[src/rtl/multiword_adder_seq_amisha.sv]
// multiword_adder_seq_amisha: sequential W-bit add/subtract, one N-bit chunk per cycle, LSB first.
module multiword_adder_seq_amisha #(
    parameter int N = 4,
    parameter int K = 4
) (
    input  logic           clk_amisha,
    input  logic           reset_n_amisha,
    input  logic           start_amisha,
    input  logic           sub_amisha,
    input  logic [N*K-1:0] a_amisha,
    input  logic [N*K-1:0] b_amisha,
    output logic           ready_amisha,
    output logic           done_amisha,
    output logic [N*K-1:0] sum_amisha,
    output logic           cout_amisha,
    output logic           ovf_amisha
);
    localparam int W = N * K;
    localparam int IW = $clog2(K);
    typedef enum logic [1:0] {IDLE, RUN, DONE} state_t;
    state_t state;
    logic [W-1:0] a_r, b_r, res_r;
    logic carry, msb_c;
    logic [IW-1:0] idx;
    logic [N:0] s;
    assign s = {1'b0, a_r[N-1:0]} + {1'b0, b_r[N-1:0]} + {{N{1'b0}}, carry};
    // operands shift down so the active chunk is always at the bottom; result fills from the top
    always_ff @(posedge clk_amisha or negedge reset_n_amisha) begin
        if (!reset_n_amisha) begin
            state <= IDLE;
            a_r <= '0;
            b_r <= '0;
            res_r <= '0;
            carry <= 1'b0;
            msb_c <= 1'b0;
            idx <= '0;
            ready_amisha <= 1'b1;
            done_amisha <= 1'b0;
            sum_amisha <= '0;
            cout_amisha <= 1'b0;
            ovf_amisha <= 1'b0;
        end else begin
            done_amisha <= 1'b0;
            case (state)
                IDLE: if (start_amisha) begin
                    a_r <= a_amisha;
                    b_r <= b_amisha ^ {W{sub_amisha}};
                    carry <= sub_amisha;
                    idx <= '0;
                    ready_amisha <= 1'b0;
                    state <= RUN;
                end
                RUN: begin
                    a_r <= a_r >> N;
                    b_r <= b_r >> N;
                    res_r <= {s[N-1:0], res_r[W-1:N]};
                    carry <= s[N];
                    msb_c <= a_r[N-1] ^ b_r[N-1] ^ s[N-1];
                    idx <= idx + 1'b1;
                    if (idx == IW'(K - 1)) state <= DONE;
                end
                DONE: begin
                    sum_amisha <= res_r;
                    cout_amisha <= carry;
                    ovf_amisha <= carry ^ msb_c;
                    done_amisha <= 1'b1;
                    ready_amisha <= 1'b1;
                    state <= IDLE;
                end
                default: state <= IDLE;
            endcase
        end
    end
endmodule

[config.mk]
export PLATFORM = sky130hd
export DESIGN_NAME = multiword_adder_seq_amisha
export DESIGN_NICKNAME = d
export VERILOG_FILES = /design/src/rtl/multiword_adder_seq_amisha.sv
export SDC_FILE = /design/constraint.sdc
export NUM_CORES = 1
export LEC_CHECK = 0
export ABC_AREA = 1
export CAP_MARGIN = 20
export CORE_MARGIN = 1
export CORE_UTILIZATION = 32
export CTS_CLUSTER_DIAMETER = 100
export DETAILED_ROUTE_END_ITERATION = 16
export PLACE_DENSITY = 0.57
export SETUP_SLACK_MARGIN = 0.4
export SYNTH_ARGS = -nofsm -noshare
export SYNTH_HDL_FRONTEND = slang
export SYNTH_SLANG_ARGS = --single-unit
[constraint.sdc]
create_clock -name clk_amisha -period 2.1 [get_ports clk_amisha]
set_clock_uncertainty 0.15 [all_clocks]
set_input_delay 0.525 -clock clk_amisha [delete_from_list [all_inputs] [get_ports clk_amisha]]
set_output_delay 0.525 -clock clk_amisha [all_outputs]
set_load 0.02 [all_outputs]
* Word level (Yosys, flattened, before mapping) *
Cells that the tools add are included.

storage, ports and cells
  register bits after elaboration = 74
  output and inout bits = 20

operators by class
  $add $sub $neg = 3
  equal/unequal tests = 5
  mux-type cells = 14
  bitwise operators = 4
  reductions and logical operators = 6

operator list
  operator               number
  $pmux W16 S2           2
  $mux W16               2
  $xor A16 B16 Y16       1
  $pmux W2 S2            2
  $mux W2                3
  $reduce_and A2 Y1      3
  $add A4 B4 Y5          1
  $add A5 B1 Y5          1
  $eq A2 B2 Y1 const B   2
  $ne A2 B2 Y1 const B   2
  $pmux W1 S2            2
  $reduce_bool A2 Y1     2
  $mux W1                3
  $xor A1 B1 Y1          3
  $add A2 B1 Y2 const B  1
  $eq A2 B1 Y1 const B   1
  $logic_not A2 Y1       1

* Logic depth before layout (Yosys ltp) *
Gate-level depths: netlist (run 1).

  depth in word-level cells = 3
  mapped depth = 8
  mapped depth without buffers = 8

* Worst setup path after synthesis (run 1) *
Ideal clock, no wire load.

  path kind = register to register
  from = reg a_r[0]
  to = reg carry
  library setup time = 0.116 ns
  arrival = 1.578 ns
  required time = 1.834 ns
  setup slack = 0.256 ns
  cell stages (with the launch flop) = 9
  path buffers = 0
  clock period less this slack = 1.844 ns
  cell sequence = dfrtp_1 > fa_1 > fa_1 > nand2_1 > inv_1 > o21ai_0 > nand2_1 > nand2_1 > nand2_1

between the ends
  longest elaborated chain between the ends = 3

RTL lines
  element                   RTL line  source
  start: declaration        22        logic [W-1:0] a_r, b_r, res_r;
  start signal: assignment  46        a_r <= a_amisha;
  start signal: assignment  54        a_r <= a_r >> N;
  $add A4 B4 Y5             26        assign s = {1'b0, a_r[N-1:0]} + {1'b0, b_r[N-1:0]} + {{N{1'b0}}, carry};
  $add A5 B1 Y5             26
  $pmux W1 S2               44        case (state)
  end signal: assignment    48        carry <= sub_amisha;
  end signal: assignment    57        carry <= s[N];
  end: declaration          23        logic carry, msb_c;

Every way passes these cells.
A chain may end at the register's enable or synchronous reset.

* Worst setup path in the final report (run 1) *
Same ends and word-level chain as after synthesis.

==> results of run 1 <==
==> final cells by class <==
type / count / area [um2]
inverters: 34 / 128
repair buffers: 71 / 614
clock buffers: 12 / 155
multi-input cells: 237 / 1200
clock inverters: 4 / 97.6
well taps: 133 / 166
fillers: 995 / 5650
flip-flops and latches: 74 / 1850
==> timing repair <==
action | 4_1_cts | 5_1_grt
pin swaps | 2 | 1
hold buffers | 1 | 0
hold endpoints to repair | 25 | 0
setup endpoints to repair | 23 | 23
setup buffers | 1 | 1
resized for setup | 54 | 22
==> registers in the layout, summed over array words and instances (netlist names) <==
register	count
msb_c	1
res_r	16
cout_amisha	1
ovf_amisha	1
carry	1
sum_amisha	16
state	2
ready_amisha	1
b_r	16
done_amisha	1
idx	2
a_r	16
==> worst reg2reg max path, stage by stage (launching register included) <==
cell and delay [ns]:
dfrtp_1 0.41, fa_2 0.42, fa_2 0.35, nand2_1 0.08, inv_2 0.04, o21ai_1 0.11, nand2_1 0.06, nand2_1 0.05
nand2_1 0.04
==> kinds of logic after synthesis <==
kind of cell,count (synthesis)
buffers and inverters,52
XOR/XNOR,14
AO/OA/AOI/OAI,78
AND/OR/NAND/NOR,139
flip-flops,74
adder cells (fa/ha/maj),6
==> synthesized netlist by cell type <==
library cell,count,area share
a21oi_1,4,0.0061
a22o_1,1,0.0027
a31oi_1,1,0.0019
buf_2,12,0.018
buf_4,1,0.0023
buf_6,3,0.010
clkbuf_1,2,0.0023
dfrtp_1,73,0.56
dfstp_2,1,0.0080
fa_1,2,0.012
ha_1,4,0.015
inv_1,33,0.038
inv_2,1,0.0011
nand2_1,123,0.14
nand2_2,1,0.0019
nand3_1,6,0.0091
nor2_1,7,0.0080
nor2_2,1,0.0019
nor2_4,1,0.0034
o211ai_1,12,0.027
o21ai_0,48,0.073
o21ai_1,9,0.014
o21ai_2,2,0.0053
o21ai_4,1,0.0049
xnor2_1,13,0.035
xor2_1,1,0.0027
==> cell usage in the layout (no fill, tap or decap), drive strengths merged <==
master           n
o211ai          12
clkdlybuf4s50   34
dfrtp           73
o21ai           60
ha               4
fa               2
dlygate4sd3      1
nor2             9
a21oi            4
clkinvlp         1
a22o             1
nand2          124
clkbuf          20
buf             28
inv             34
bufinv           3
xor2             1
dfstp            1
a31oi            1
xnor2           13
nand3            6
==> routing by layer <==
layer / part of all wire / routed length (um)
met5: 0 / 0
met2: 0.45 / 2900
met4: 0.013 / 82
met3: 0.050 / 320
met1: 0.49 / 3110
==> power by group through the flow <==
stage               Combinational (uW)  Clock, uW  Sequential (uW)
finish                            2420       1350             2400
global route                      2810       1450             2480
CTS                               2530       1390             2420
detailed placement                2580          0             2440
global placement                  2520          0             2430
floorplan                         1560          0             2560
==> how the worst min path moves through the flow <==
stage          depth (start not counted)  slack (ns)            end      startpoint
6_report                               2        0.32  sum_amisha[0]        res_r[0]
5_1_grt                                2        0.35  sum_amisha[2]   sum_amisha[2]
4_1_cts                                2        0.33  sum_amisha[2]   sum_amisha[2]
3_5_place_dp                           2        0.31  sum_amisha[2]   sum_amisha[2]
3_3_place_gp                           2        0.31  sum_amisha[2]   sum_amisha[2]
2_1_floorplan                          0        0.08         a_r[0]  reset_n_amisha
==> metrics by stage <==
stage | power (uW) | area, um2
detailed placement | 5020 | 4030
floorplan | 4130 | 3290
global placement | 4950 | 4030
CTS | 6340 | 4310
global route | 6740 | 4220
finish | 6180 | 4220
==> flow_metrics.tcl, run 1 <==
set metrics [dict create \
    finalSetupViolCount 0 \
    cellLeakagePower_uw 0.00199 \
    cts.path.max_buffers 2 \
    drt-total-wl_um 6420 \
    path_cells "fa_2 > fa_2 > nand2_1 > inv_2 > o21ai_1 > nand2_1 > nand2_1 > nand2_1" \
    synth_nets 405 \
    grt_start_max_net_pins 36 \
    fin_crit_sh 0.864 \
    r2r_start "a_r[0]" \
    via_per_inst 4.44 \
    final_cells 565 \
    cpMaxStageDelayCell "fa_2" \
    synth_compound_area_frac 0.135 \
    fin_nets 469 \
    critPathCaptureType "flip-flop" \
    dieArea_mm2 0.0107 \
    cp_top_family "adder cells" \
    crit_end "carry" \
    power_switching_uw 2310 \
    hold_violations 0 \
    utilization 0.428 \
    cp.depth 8 \
    grt_overflow_total 0 \
    cp_common_cell "nand2_1" \
    grt-busiest-layer "met2" \
    synthXorXnorAreaFrac 0.0373 \
    cp-start-kind "flip-flop" \
    core_mm2 0.00986 \
    vias 2511 \
    final_max_slew_viol_count 0 \
    path_max_fanout 2 \
    synthAdderAreaFrac 0.0274 \
    synth_area_per_cell_um2 9.06 \
    drive_gt1_frac 0.144 \
    cts.clk_slew.worst_paths_ns 0.07 \
    timing.hold.ws_ns 0.323 \
    max_freq_ghz 0.551 \
    p_per_area_mw_per_mm2 1460 \
    worstPathArrival_ns 1.90 \
    r2r_end "carry" \
    cts_max_level 3 \
    track_usage 0.137 \
    p_seq_frac 0.389 \
    rsz0062_at_grt "yes" \
    cts_tree "built" \
    drt_iter0_markers 52 \
    pwr-share-clk 0.219 \
    peakVddDrop_uv 697 \
    syn_to_final_growth_pct 28.3 \
    route.detailed.drc 0 \
    start_util 0.333 \
    synthSimpleGateAreaFrac 0.165 \
    cts_sinks 74 \
    critPathBufInv 1 \
    place_congestion 0.746 \
    cp_slowest_stage_delay_ns 0.42 \
    maxCapViolCount 0 \
    yosys_warnings 0 \
    grtUsageMet2 0.224 \
    die_w_um 103 \
    critical_path.startpoint "a_r[0]" \
    diodes 0 \
    relSlewSlack 0.698 \
    timing.setup.tns_ns 0 \
    met1_usage 0.172 \
    clk_latency_ns 0.34 \
    antenna_found_initial 0 \
    sw_frac_of_total 0.374 \
    ys_ff_latch 74 \
    grt_first_pass_wirelength_um 11100 \
    port_buffers 55 \
    wl_per_cell_um 11.4 \
    die_height_um 103 \
    rows 36 \
    reg2reg_slack_ns 0.28 \
    seq_area_frac_synth 0.564 \
    status "finished, final reports clean" \
    p_comb_frac 0.392 \
    worst-setup-path-type "flip-flop to flip-flop" \
    muxShareOfSynthArea 0 \
    grt_util_met3 0.0477 \
    cts_root_buffer "clkbuf_8" \
    synth_area_mm2 0.00329 \
    grt_pass1_vias 2429 \
    hpwl_um 4550 \
    cts_buffers 9 \
    hp-class "flip-flop to flip-flop" \
    cp.required_ns 2.18 \
    firstDrtPassIters 4 \
    synth_cell_types 26 \
    synth_top_family_by_area "simple AND/OR/NAND/NOR gates" \
    finalWorstPathRequiredPeriod_ns 1.82 \
    finalWorstSetupSlack_ns 0.285 \
    postSynthCellCount 363 \
    dp_cells 546 \
    place_ws_ns 0.214 \
    r2r_cells 8 \
    io_pins 56 \
    tightest_slew_ns 0.454 \
    intPower_uw 3860 \
    ant_nets 0 \
]
Note: power is estimated with default switching activity, not from simulation.
==> inputs of run 2 (changes only) <==
Settings changed: SLEW_MARGIN set to 30.
==> results of run 2 <==
Final layout, timing and power as in run 1 (identical DEF).
==> inputs of run 3 (changes only) <==
Settings changed: CORE_ASPECT_RATIO set to 0.5, CORE_MARGIN 1 to not set, SLEW_MARGIN 30 to 15.
==> flow_metrics.tcl, run 3 (synthesis results as in run 1) <==
set metrics [dict create \
    p_per_area_mw_per_mm2 1480 \
    maxCapViolCount 0 \
    rsz0062_at_grt "yes" \
    tightest_slew_ns 0.558 \
    finalPower_uw 6310 \
    drive_gt1_frac 0.135 \
    wl_per_cell_um 11.4 \
    worstPathArrival_ns 1.87 \
    io_pins 56 \
    antenna_found_initial 0 \
    worst-setup-path-type "flip-flop to flip-flop" \
    cellLeakagePower_uw 0.00199 \
    route.detailed.drc 0 \
    hpwl_um 4420 \
    finalSetupViolCount 0 \
    cts_root_buffer "clkbuf_16" \
    hold_violations 0 \
    grt-busiest-layer "met2" \
    syn_to_final_growth_pct 29.1 \
    hp-class "primary input to async pin" \
    peakVddDrop_uv 604 \
    cts_buffers 9 \
    cp.required_ns 2.16 \
    critical_path.startpoint "carry" \
    port_buffers 55 \
    grt_pass1_vias 2364 \
    grtUsageMet2 0.215 \
    cp-start-kind "flip-flop" \
    grt_start_max_net_pins 45 \
    r2r_cells 8 \
    track_usage 0.138 \
    dieArea_mm2 0.0107 \
    cts_max_level 3 \
    ant_nets 0 \
    diodes 0 \
    start_util 0.339 \
    grt_first_pass_wirelength_um 11400 \
    cts.clk_slew.worst_paths_ns 0.06 \
    place_congestion 0.726 \
    timing.setup.tns_ns 0 \
    r2r_end "carry" \
    fillCellCount 991 \
    timing.hold.ws_ns 0.0337 \
    cts_sinks 74 \
    critPathCaptureType "flip-flop" \
    fin_crit_sh 0.862 \
    grt_util_met3 0.0416 \
    clk_latency_ns 0.33 \
    die_height_um 73.7 \
    status "finished, final reports clean" \
    firstDrtPassIters 6 \
    reg2reg_slack_ns 0.29 \
    fin_nets 467 \
    via_per_inst 4.32 \
    hold_buffers 0 \
    relSlewSlack 0.628 \
    cts_tree "built" \
    core_mm2 0.00970 \
    drt_iter0_markers 135 \
    max_freq_ghz 0.552 \
    met1_usage 0.180 \
    final_max_slew_viol_count 0 \
    final_common_cell "nand2_1" \
    grt_overflow_total 0 \
    rows 25 \
    cts.path.max_buffers 2 \
    dp_cells 548 \
    drt-total-wl_um 6470 \
    utilization 0.438 \
    finalWorstPathRequiredPeriod_ns 1.81 \
    final_cells 565 \
    path_max_fanout 2 \
    vias 2439 \
    die_w_um 145 \
    final_cell_mix "nand2_1, dfrtp_1, o21ai_0" \
    crit_end "carry" \
    r2r_start "carry" \
]
==> run 3: changes by cell type in the layout (fill, tap and decap cells not counted), moves of 3 or more <==
cell,before,now
clkdlybuf4s15_1,0,3
clkbuf_16,0,9
clkbuf_8,11,1
clkbuf_2,8,13
buf_2,11,1
==> run 3: area by class of cell <==
type | count | area (um2) | share of cell area
flip-flops and latches | 74 | 1850 | 0.437
multi-input cells | 237 | 1210 | 0.284
inverters | 34 | 128 | 0.0301
repair buffers | 69 | 599 | 0.141
well taps | 135 | 169 | 0.0398
clock buffers | 13 | 250 | 0.0589
clock inverters | 3 | 40.0 | 0.00943
==> run 3: worst min-delay path by stage <==
stage | start | cells after the start | to | slack [ns]
final | reset_n_amisha | 1 | a_r[12] | 0.03
after detailed placement | sum_amisha[0] | 2 | sum_amisha[0] | 0.31
after floorplan | reset_n_amisha | 0 | a_r[0] | 0.08
after global routing | reset_n_amisha | 1 | a_r[12] | 0.08
after global placement | sum_amisha[1] | 2 | sum_amisha[1] | 0.31
after CTS | reset_n_amisha | 1 | a_r[13] | 0.05
==> run 3: what timing repair did <==
action / 4_1_cts / 5_1_grt
pin swaps: 2 / 2
resized for setup: 42 / 23
setup endpoints to repair: 23 / 19
gates cloned: 0 / 0
setup buffers: 1 / 0
==> run 3: power by group <==
group          leakage (uW)  switching (uW)  internal (uW)
clock              0.000144             549            949
combinational      0.000915            1480            934
sequential         0.000933             326           2060
==> run 3: worst max-delay path, cell delays in order (launching register included) <==
cell,delay [ns]
dfrtp_2,0.41
fa_2,0.41
fa_2,0.36
nand2_2,0.07
inv_2,0.03
o21ai_1,0.10
nand2_1,0.06
nand2_1,0.06
nand2_1,0.05
==> run 3: metrics by stage <==
stage          area, um2  worst slack, ns
2_1_floorplan       3290            0.353
3_3_place_gp        4010            0.239
3_5_place_dp        4010            0.226
4_1_cts             4310            0.217
5_1_grt             4250            0.189
6_report            4250            0.289
==> run 3: layer usage <==
| layer | vias up | part of all wire |
|---|---|---|
| met5 | - | 0 |
| met4 | 0 | 0.014 |
| met1 | 1111 | 0.52 |
| li1 | 1275 | - |
| met3 | 10 | 0.039 |
| met2 | 43 | 0.43 |
